--- src/rtl/legup_system_jtag_byte_rx_fifo_if.sv ---
// Byte stream bundle between the JTAG timing adapter, the rx FIFO and its consumer.
// JTAG_BYTE_FIFO_STATS_EN adds the drop_count signal.
interface legup_system_jtag_byte_rx_fifo_if #(
    parameter int DATA_WIDTH = 8,
    parameter int ADDR_WIDTH = 4
);
    logic                  in_valid;
    logic [DATA_WIDTH-1:0] in_data;
    logic                  in_ready;
    logic                  out_valid;
    logic [DATA_WIDTH-1:0] out_data;
    logic                  out_ready;
    logic [ADDR_WIDTH:0]   fill_level;
    logic                  overflow;
    logic                  clear_overflow;
`ifdef JTAG_BYTE_FIFO_STATS_EN
    logic [15:0]           drop_count;
`endif

    modport master (
        output in_valid, in_data, out_ready, clear_overflow,
        input  in_ready, out_valid, out_data, fill_level, overflow
`ifdef JTAG_BYTE_FIFO_STATS_EN
        , input drop_count
`endif
    );

    modport slave (
        input  in_valid, in_data, out_ready, clear_overflow,
        output in_ready, out_valid, out_data, fill_level, overflow
`ifdef JTAG_BYTE_FIFO_STATS_EN
        , output drop_count
`endif
    );
endinterface

--- src/rtl/legup_system_jtag_byte_rx_fifo.sv ---
// Elastic byte FIFO behind the JTAG bridge; the source cannot stall, so overflowed bytes are dropped
// and flagged. JTAG_BYTE_FIFO_STATS_EN adds a saturating drop counter.
module legup_system_jtag_byte_rx_fifo #(
    parameter int DATA_WIDTH = 8,
    parameter int DEPTH      = 16,
    parameter int ADDR_WIDTH = 4
) (
    input  logic clk,
    input  logic reset,
    legup_system_jtag_byte_rx_fifo_if.slave bus
);
    localparam logic [ADDR_WIDTH:0]   FULL_COUNT = (ADDR_WIDTH+1)'(DEPTH);
    localparam logic [ADDR_WIDTH:0]   CNT_ONE    = (ADDR_WIDTH+1)'(1);
    localparam logic [ADDR_WIDTH-1:0] PTR_ONE    = ADDR_WIDTH'(1);

    logic [DATA_WIDTH-1:0] mem [DEPTH];
    logic [ADDR_WIDTH-1:0] wr_ptr;
    logic [ADDR_WIDTH-1:0] rd_ptr;
    logic [ADDR_WIDTH:0]   count;
    logic                  overflow;
    logic                  full;
    logic                  out_valid;
    logic                  push;
    logic                  pop;
    logic                  drop;

    function automatic logic [15:0] sat_inc(input logic [15:0] v);
        return (v == 16'hFFFF) ? v : v + 16'd1;
    endfunction

    assign full      = (count == FULL_COUNT);
    assign out_valid = (count != '0);
    assign pop       = out_valid & bus.out_ready;
    // A pop in the same cycle frees the slot, so a full FIFO still accepts the byte.
    assign push      = bus.in_valid & (~full | pop);
    assign drop      = bus.in_valid & full & ~pop;

    assign bus.in_ready   = ~full;
    assign bus.out_valid  = out_valid;
    assign bus.out_data   = out_valid ? mem[rd_ptr] : '0;
    assign bus.fill_level = count;
    assign bus.overflow   = overflow;

    always_ff @(posedge clk) begin
        if (push) begin
            mem[wr_ptr] <= bus.in_data;
        end
    end

    always_ff @(posedge clk) begin
        if (reset) begin
            wr_ptr   <= '0;
            rd_ptr   <= '0;
            count    <= '0;
            overflow <= 1'b0;
        end else begin
            if (push) begin
                wr_ptr <= wr_ptr + PTR_ONE;
            end
            if (pop) begin
                rd_ptr <= rd_ptr + PTR_ONE;
            end
            case ({push, pop})
                2'b10:   count <= count + CNT_ONE;
                2'b01:   count <= count - CNT_ONE;
                default: count <= count;
            endcase
            // A drop in the same cycle as a clear keeps the flag set.
            if (drop) begin
                overflow <= 1'b1;
            end else if (bus.clear_overflow) begin
                overflow <= 1'b0;
            end
        end
    end

`ifdef JTAG_BYTE_FIFO_STATS_EN
    logic [15:0] drop_count;

    always_ff @(posedge clk) begin
        if (reset) begin
            drop_count <= '0;
        end else if (bus.clear_overflow) begin
            drop_count <= drop ? 16'd1 : 16'd0;
        end else if (drop) begin
            drop_count <= sat_inc(drop_count);
        end
    end

    assign bus.drop_count = drop_count;
`endif

`ifndef SYNTHESIS
    always_ff @(posedge clk) begin
        if (!reset && drop) begin
            $display("jtag byte rx fifo: dropped byte 0x%02h", bus.in_data);
        end
    end
`endif
endmodule

--- src/flat_wrapper.sv ---
// flat-port wrapper written by rule: the top's interface ports become plain ports
module legup_system_jtag_byte_rx_fifo_flat 
#(
    parameter int DATA_WIDTH = 8,
    parameter int DEPTH      = 16,
    parameter int ADDR_WIDTH = 4
)
  (clk, reset, bus_in_valid, bus_in_data, bus_out_ready, bus_clear_overflow, bus_in_ready, bus_out_valid, bus_out_data, bus_fill_level, bus_overflow);
  legup_system_jtag_byte_rx_fifo_if #(.DATA_WIDTH(DATA_WIDTH), .ADDR_WIDTH(ADDR_WIDTH)) bus_i ();
  input  logic clk;
  input  logic reset;
  input wire logic [$bits(bus_i.in_valid)-1:0] bus_in_valid;
  input wire logic [$bits(bus_i.in_data)-1:0] bus_in_data;
  input wire logic [$bits(bus_i.out_ready)-1:0] bus_out_ready;
  input wire logic [$bits(bus_i.clear_overflow)-1:0] bus_clear_overflow;
  output wire logic [$bits(bus_i.in_ready)-1:0] bus_in_ready;
  output wire logic [$bits(bus_i.out_valid)-1:0] bus_out_valid;
  output wire logic [$bits(bus_i.out_data)-1:0] bus_out_data;
  output wire logic [$bits(bus_i.fill_level)-1:0] bus_fill_level;
  output wire logic [$bits(bus_i.overflow)-1:0] bus_overflow;
  assign bus_i.in_valid = bus_in_valid;
  assign bus_i.in_data = bus_in_data;
  assign bus_i.out_ready = bus_out_ready;
  assign bus_i.clear_overflow = bus_clear_overflow;
  assign bus_in_ready = bus_i.in_ready;
  assign bus_out_valid = bus_i.out_valid;
  assign bus_out_data = bus_i.out_data;
  assign bus_fill_level = bus_i.fill_level;
  assign bus_overflow = bus_i.overflow;
  legup_system_jtag_byte_rx_fifo #(.DATA_WIDTH(DATA_WIDTH), .DEPTH(DEPTH), .ADDR_WIDTH(ADDR_WIDTH)) u_core (.clk(clk), .reset(reset), .bus(bus_i));
endmodule
--- config.mk ---
export PLATFORM = sky130hd
export DESIGN_NAME = legup_system_jtag_byte_rx_fifo_flat
export DESIGN_NICKNAME = d
export VERILOG_FILES = /design/src/rtl/legup_system_jtag_byte_rx_fifo_if.sv /design/src/rtl/legup_system_jtag_byte_rx_fifo.sv /design/src/flat_wrapper.sv
export SDC_FILE = /design/constraint.sdc
export NUM_CORES = 1
export LEC_CHECK = 0
export CORE_ASPECT_RATIO = 0.75
export CORE_MARGIN = 2
export CORE_UTILIZATION = 45
export DETAILED_ROUTE_END_ITERATION = 7
export GPL_TIMING_DRIVEN = 1
export SYNTH_ARGS = -nofsm -noshare
export SYNTH_HDL_FRONTEND = slang
export SYNTH_SLANG_ARGS = --single-unit
export TNS_END_PERCENT = 20
--- constraint.sdc ---
create_clock -name clk -period 2.3 [get_ports clk]
set_input_delay 0.46 -clock clk [delete_from_list [all_inputs] [get_ports clk]]
set_output_delay 0.46 -clock clk [all_outputs]
set_load 0.03 [all_outputs]
==> impl_metrics.json, run 1 <==
{
  "gr-usage-met3": 0.05799,
  "longest_clk_path_bufs": 2,
  "grt_use_total": 0.1885,
  "first_pass_grt_wire_length_um": 18700,
  "slowest_stage": "mux4_2",
  "core-area_mm2": 0.01293,
  "worstPathCellList": "buf_6 > buf_16 > mux4_2 > mux2i_1 > o22ai_1 > buf_4",
  "clk-insertion-delay-late_ps": 410,
  "area_growth_synth_to_finish_pct": 26.16,
  "ios": 29,
  "gp_congestion": 0.8308,
  "tritoncts": "built",
  "nFillCells": 979,
  "hold_slack_ps": 522.8,
  "dr_total_vias": 3181,
  "cellPowerDensity_mw_per_mm2": 1101,
  "synthFlopType": "edfxtp_1",
  "post_dp_hpwl_um": 7534,
  "post-route-util": 0.5768,
  "post-route-drc-count": 0,
  "timing.final.setup_violations": 8,
  "max_freq_ghz": 0.3926,
  "final_layout_size_suffix_gt1_frac": 0.3139,
  "yosysUniqueCellTypes": 38,
  "std_cell_rows": 36,
  "wl_cell_um": 20.34,
  "grt_max_degree": 33,
  "grt_setup_unrepaired": "yes",
  "timing.max_slew.rel_slack": 0.5751,
  "globalRouteMet2Util": 0.2907,
  "number_of_antenna_violations_at_the_first_check_in_global_routing": 0,
  "drv_slew": 0,
  "average_instance_area_after_synthesis_um2": 18.08,
  "cp_data_arrival_time_ps": 2090,
  "syn_nets": 346,
  "final_hold_viol_count": 0,
  "synth-compound-area-share": 0.03239,
  "h-tree-depth": 4,
  "post-route-period-util": 1.107,
  "synth_async_sr_flop_share": 0,
  "grt_busiest_layer": "met2",
  "yosys.cell_count.top_type": "edfxtp_1",
  "die_height_um": 103.3,
  "synth_top_area_frac": 0.6503,
  "mappedNetlistArea_mm2": 0.005911,
  "pre_cts_slack_ps": 7.195,
  "synth.ff_latch_count": 146,
  "diodes": 0,
  "worst_setup_path_class": "flip-flop to primary output",
  "initial_utilization": 0.4572,
  "static_power_due_to_leakage_nw": 2.451,
  "min_path_type": "flip-flop to flip-flop",
  "io_buffers": 28,
  "required_ps": 1840,
  "synth-adder-area-share": 0.01270,
  "synth_top_family_by_area": "multiplexers",
  "slowest_delay_ps": 520,
  "synth_common_cells": "edfxtp_1 (128), mux4_2 (32), mux2i_1 (19)",
  "postRouteAntennaNets": 0,
  "yosysTopAreaCell": "edfxtp_1",
  "cts_inserted_buffers": 17,
  "clk_transition_reported_paths_ps": 60,
  "floorplan.die_area_mm2": 0.01408,
  "post_synth_and_or_nand_nor_area_fraction": 0.05673,
  "worst_margin_pin_slew_ps": 635.3,
  "layout_setup_ws_ps": -247.0,
  "synth.yosys.seq_area_share": 0.7113,
  "muxShareOfSynthArea": 0.1598,
  "synth_xor_area_frac": 0.008891,
  "violations": "setup timing",
  "clkSinkCount": 146,
  "detailed_place.area_mm2": 0.006755,
  "first_global_vias": 3244,
  "final_design_area_no_fill_mm2": 0.007457,
  "element_type_at_the_critical_path_start": "flip-flop",
  "yosys_warnings": 0,
  "gr-total-overflow": 0,
  "worst_setup_path_end_kind": "primary output",
  "routed_wirelength_um": 11840,
  "die_width_um": 136.3,
  "synth_enable_flop_cells": 128,
  "detailedRoute.firstIterationViolations": 246,
  "timing.final.crit_period_ps": 2547,
  "synth.area.top_cells": "edfxtp_1 (65%), mux4_2 (12%), dfxtp_1 (6.1%), mux2i_1 (3.2%), ha_1 (1.3%)",
  "worst_clock_skew_ps": 7.982,
  "timing.critical_path.fanout_max": 7,
  "num-nets-final": 417,
  "vdd.ir_drop.worst_uv": 931.4,
  "outcome": "complete, but fails checks",
  "cap_viol_max_count": 0,
  "clock_tree_root_driver_cell": "clkbuf_16",
  "gr-usage-met1": 0.2623,
  "drt_pre_antenna_iters": 4,
  "vias_per_cell": 5.466,
  "number_of_instances_in_the_synthesized_netlist": 327
}
==> final timing paths <==
kind	slack [ps]	end	cells past startpoint	startpoint
setup / recovery	-250	bus_out_data[2]	6	flip-flop
hold / removal	520	u_core.rd_ptr[1]$_SDFFE_PP0N_	2	u_core.rd_ptr[1]$_SDFFE_PP0N_
setup reg to reg	140	u_core.bus.fill_level[2]$_SDFFE_PP0P_	7	u_core.bus.fill_level[0]$_SDFFE_PP0P_
hold reg to reg	520	u_core.rd_ptr[1]$_SDFFE_PP0N_	2	u_core.rd_ptr[1]$_SDFFE_PP0N_
==> routing by layer <==
| layer | part of all wire | wire length, µm | vias to the layer above |
|---|---|---|---|
| li1 | - | - | 1453 |
| met1 | 0.47 | 5562 | 1626 |
| met2 | 0.47 | 5532 | 92 |
| met3 | 0.052 | 619 | 10 |
| met4 | 0.010 | 121 | 0 |
| met5 | 0 | 0 | - |
==> worst max-delay path, delay by kind of cell, from the launching register on <==
kind / cells / cell delay [ps]
mux: 2 / 710
compound gates: 1 / 100
flops: 1 / 400
buf+inv: 3 / 460
==> registers in the layout, summed over array words and instances (netlist names), named ones only <==
name and count:
u_core.mem 128, u_core.bus.fill_level 5, u_core.wr_ptr 4, u_core.rd_ptr 4, u_core.bus.overflow 1
==> through the flow <==
stage | setup TNS, ps | total power [mW] | cells
3_5_place_dp | 0 | 5.399 | 546
2_1_floorplan | 0 | 4.549 | 327
6_report | -1730 | 8.211 | 582
5_1_grt | -2467 | 8.589 | 582
3_3_place_gp | 0 | 5.392 | 546
4_1_cts | -2024 | 8.321 | 583
==> cells in the final DEF, fill, tap and decap left out, drive strengths merged, types with 3 or more instances in the layout <==
cell type      instances
mux2                   3
o211ai                 4
nor2b                  7
ha                     6
a21oi                  5
nand2                  4
nand3                  5
mux4                  32
buf                   50
clkinv                 3
dfxtp                 18
o21ai                  6
mux2i                 19
and2                   9
clkinvlp               4
nor4                   5
edfxtp               128
clkbuf                18
o22ai                  8
nand2b                 4
xor2                   5
nor2                  18
inv                   12
clkdlybuf4s50         18
==> timing repair <==
action | CTS | global route
setup buffers | 2 | 0
gates resized for setup | 13 | 1
endpoints found under the setup margin | 10 | 42
gates cloned | 3 | 0
hold buffers | 0 | 0
pin swaps | 2 | 3
==> kinds of logic (layout without fill, tap and decap cells) <==
logic type	after synthesis	after routing
adders and majority gates	6	6
xor gates and xnor gates	6	6
buffers and inverters	25	109
and+or+nand+nor	61	61
muxes	54	54
DFF	146	146
AOI/OAI and AO/OA	29	29
==> final cells by class <==
| type | instances | area, µm² | area share |
|---|---|---|---|
| clock buffer | 18 | 429.2 | 0.05755 |
| clock inverter | 14 | 151.4 | 0.02030 |
| inverter | 7 | 26.28 | 0.003523 |
| multi-input combinational | 156 | 1662 | 0.2228 |
| sequential | 146 | 4208 | 0.5643 |
| tap | 171 | 214.0 | 0.02869 |
| timing repair buffer | 70 | 767.0 | 0.1029 |
==> report_power, final <==
group | leakage, nW | internal (mW) | switching [mW]
Clock | 0.272 | 1.61 | 1.05
Sequential | 1.30 | 2.99 | 0.102
Combinational | 0.876 | 1.18 | 1.28
Power figures use the tool's default switching activity.
==> run 2: changes to the inputs <==
CORE_ASPECT_RATIO = 1.4   (was 0.75)
DONT_BUFFER_PORTS = 1   (was default)
==> run 2 against run 1 <==
Compared with the run above: the flow still finishes with violations (setup timing); register-to-register slack about the same; hold slack got worse by 420 ps; sequential cell count unchanged; clock power increased by 5%; critical endpoint is now bus_out_data[3].
==> impl_metrics.json, run 2 (synthesis results as in run 1) <==
{
  "outcome": "complete, but fails checks",
  "violations": "setup timing",
  "timing.final.crit_period_ps": 2501,
  "critical_path.top_delay_family": "multiplexers",
  "ios": 29,
  "worst_setup_path_class": "flip-flop to primary output",
  "post-route-period-util": 1.087,
  "layout_setup_ws_ps": -201.1,
  "post-route-util": 0.5457,
  "die_width_um": 100.9,
  "dr_total_vias": 3069,
  "worstPathCellList": "buf_12 > mux4_2 > mux2i_4 > o22ai_1 > buf_4",
  "rrSetupSlack_ps": 140,
  "cap_viol_max_count": 0,
  "core-area_mm2": 0.01281,
  "timing.critical_path.fanout_max": 17,
  "drt_pre_antenna_iters": 5,
  "cts_post_setup_buffers_inserted": 0,
  "grt_setup_unrepaired": "yes",
  "largest_register": "u_core.mem",
  "cts_inserted_buffers": 17,
  "final_layout_size_suffix_gt1_frac": 0.3100,
  "initial_utilization": 0.4613,
  "first_global_vias": 3213,
  "worstHoldEndpoint": "u_core.bus.fill_level[0]$_SDFFE_PP0P_",
  "clk-insertion-delay-late_ps": 420,
  "pre_cts_slack_ps": 65.91,
  "floorplan.die_area_mm2": 0.01408,
  "max_freq_ghz": 0.3998,
  "top_library_cells_by_usage_in_the_layout_fill_and_taps_aside": "edfxtp_1 (128), mux4_2 (32), buf_4 (27), clkbuf_16 (20), nor2_1 (18)",
  "grt_use_total": 0.1879,
  "required_ps": 1840,
  "area_growth_synth_to_finish_pct": 18.31,
  "std_cell_rows": 49,
  "drv_slew": 0,
  "die_height_um": 139.6,
  "min_delay_path_depth": 1,
  "clock_tree_root_driver_cell": "clkbuf_16",
  "postRouteAntennaNets": 0,
  "number_of_antenna_violations_at_the_first_check_in_global_routing": 0,
  "slowest_stage": "mux4_2",
  "worst_margin_pin_slew_ps": 1164,
  "gr-total-overflow": 0,
  "wl_cell_um": 23.34,
  "detailedRoute.firstIterationViolations": 147,
  "placedCellCount": 492,
  "worst-r2r-cell-count": 7,
  "mostFrequentLayoutCell": "edfxtp_1",
  "cellPowerDensity_mw_per_mm2": 1141,
  "timing.final.setup_violations": 8,
  "worst_clock_skew_ps": 5.488,
  "largest_reg_flops": 128,
  "gp_congestion": 0.7641,
  "diodes": 0,
  "vdd.ir_drop.worst_uv": 771.5,
  "critical_path.reg2reg.startpoint": "u_core.bus.fill_level[3]$_SDFFE_PP0P_",
  "tritoncts": "built",
  "min_path_type": "input port to flip-flop",
  "worst_setup_path_end_kind": "primary output",
  "hold_path_startpoint": "reset",
  "clkSinkCount": 146,
  "routed_wirelength_um": 12230,
  "finalNonFillerCells": 524,
  "vias_per_cell": 5.857,
  "timing.max_slew.rel_slack": 0.2209,
  "h-tree-depth": 4,
  "final_hold_viol_count": 0,
  "first_pass_grt_wire_length_um": 18800,
  "clk_transition_reported_paths_ps": 60,
  "ctsHoldBuffers": 0,
  "cp_data_arrival_time_ps": 2040,
  "finalSetupTns_ps": -1349,
  "post-route-drc-count": 0,
  "post_dp_hpwl_um": 7713,
  "timing.critical_path.buf_inv": 2,
  "grt_max_degree": 33,
  "num-nets-final": 377,
  "static_power_due_to_leakage_nw": 2.264,
  "io_buffers": 0,
  "longest_clk_path_bufs": 2,
  "element_type_at_the_critical_path_start": "flip-flop",
  "slowest_delay_ps": 560,
  "worstReg2RegEnd": "u_core.bus.fill_level[2]$_SDFFE_PP0P_"
}
==> run 2: worst max path at each step <==
stage                                          start                     endpoint  slack [ps]  cells past startpoint
5_1_grt                                    flip-flop              bus_out_data[3]        -280                      5
3_3_place_gp                               flip-flop              bus_out_data[3]         120                      5
2_1_floorplan                          bus_out_ready   u_core.mem[0][0]$_DFFE_PP_          20                      4
3_5_place_dp                           bus_out_ready  u_core.mem[12][7]$_DFFE_PP_          70                      3
4_1_cts        u_core.bus.fill_level[3]$_SDFFE_PP0P_              bus_out_data[6]        -250                      6
6_report                                   flip-flop              bus_out_data[3]        -200                      5
==> run 2: final cells by class <==
type                            instances  area [µm²]
Fill cell                             990        5821
Sequential cell                       146        4208
Multi-Input combinational cell        156        1693
Clock buffer                           22       518.0
Timing Repair Buffer                   30       262.8
Tap cell                              153       191.4
Clock inverter                         10       93.84
Inverter                                7       26.28
==> run 2: through the flow <==
step	hold slack (ps)	power, mW	cell area [µm²]
global route	89.02	8.309	6993
floorplan	462.9	4.549	5913
global placement	490.0	5.147	6300
detailed placement	515.2	5.165	6300
finish	106.6	7.977	6993
CTS	86.02	7.991	6960
==> run 2: layer usage <==
metal / track usage / part of all wire / routed length, µm / vias up
met5: 0 / 0 / 0 / -
met2: 0.3021 / 0.51 / 6206 / 90
met3: 0.05173 / 0.051 / 624 / 25
li1: - / - / - / 1367
met1: 0.2407 / 0.42 / 5121 / 1587
met4: 0.07570 / 0.023 / 277 / 0
==> run 2: power breakdown <==
group | internal [mW] | switching [mW]
sequential | 2.99 | 0.0591
combinational | 0.952 | 1.21
clock | 1.71 | 1.06
==> run 2: worst reg2reg max path: stages (launching register included) <==
cell and delay, ps:
dfxtp_1 310, or4_4 600, o21ai_4 190, o21ai_1 80, ha_1 200, and2_1 170, a32oi_1 170, mux2_1 340
==> run 2: repair_timing <==
item | 4_1_cts | 5_1_grt
endpoints found under the setup margin | 8 | 9
cloned | 0 | 0
gates resized for setup | 12 | 6
pin swaps | 0 | 3
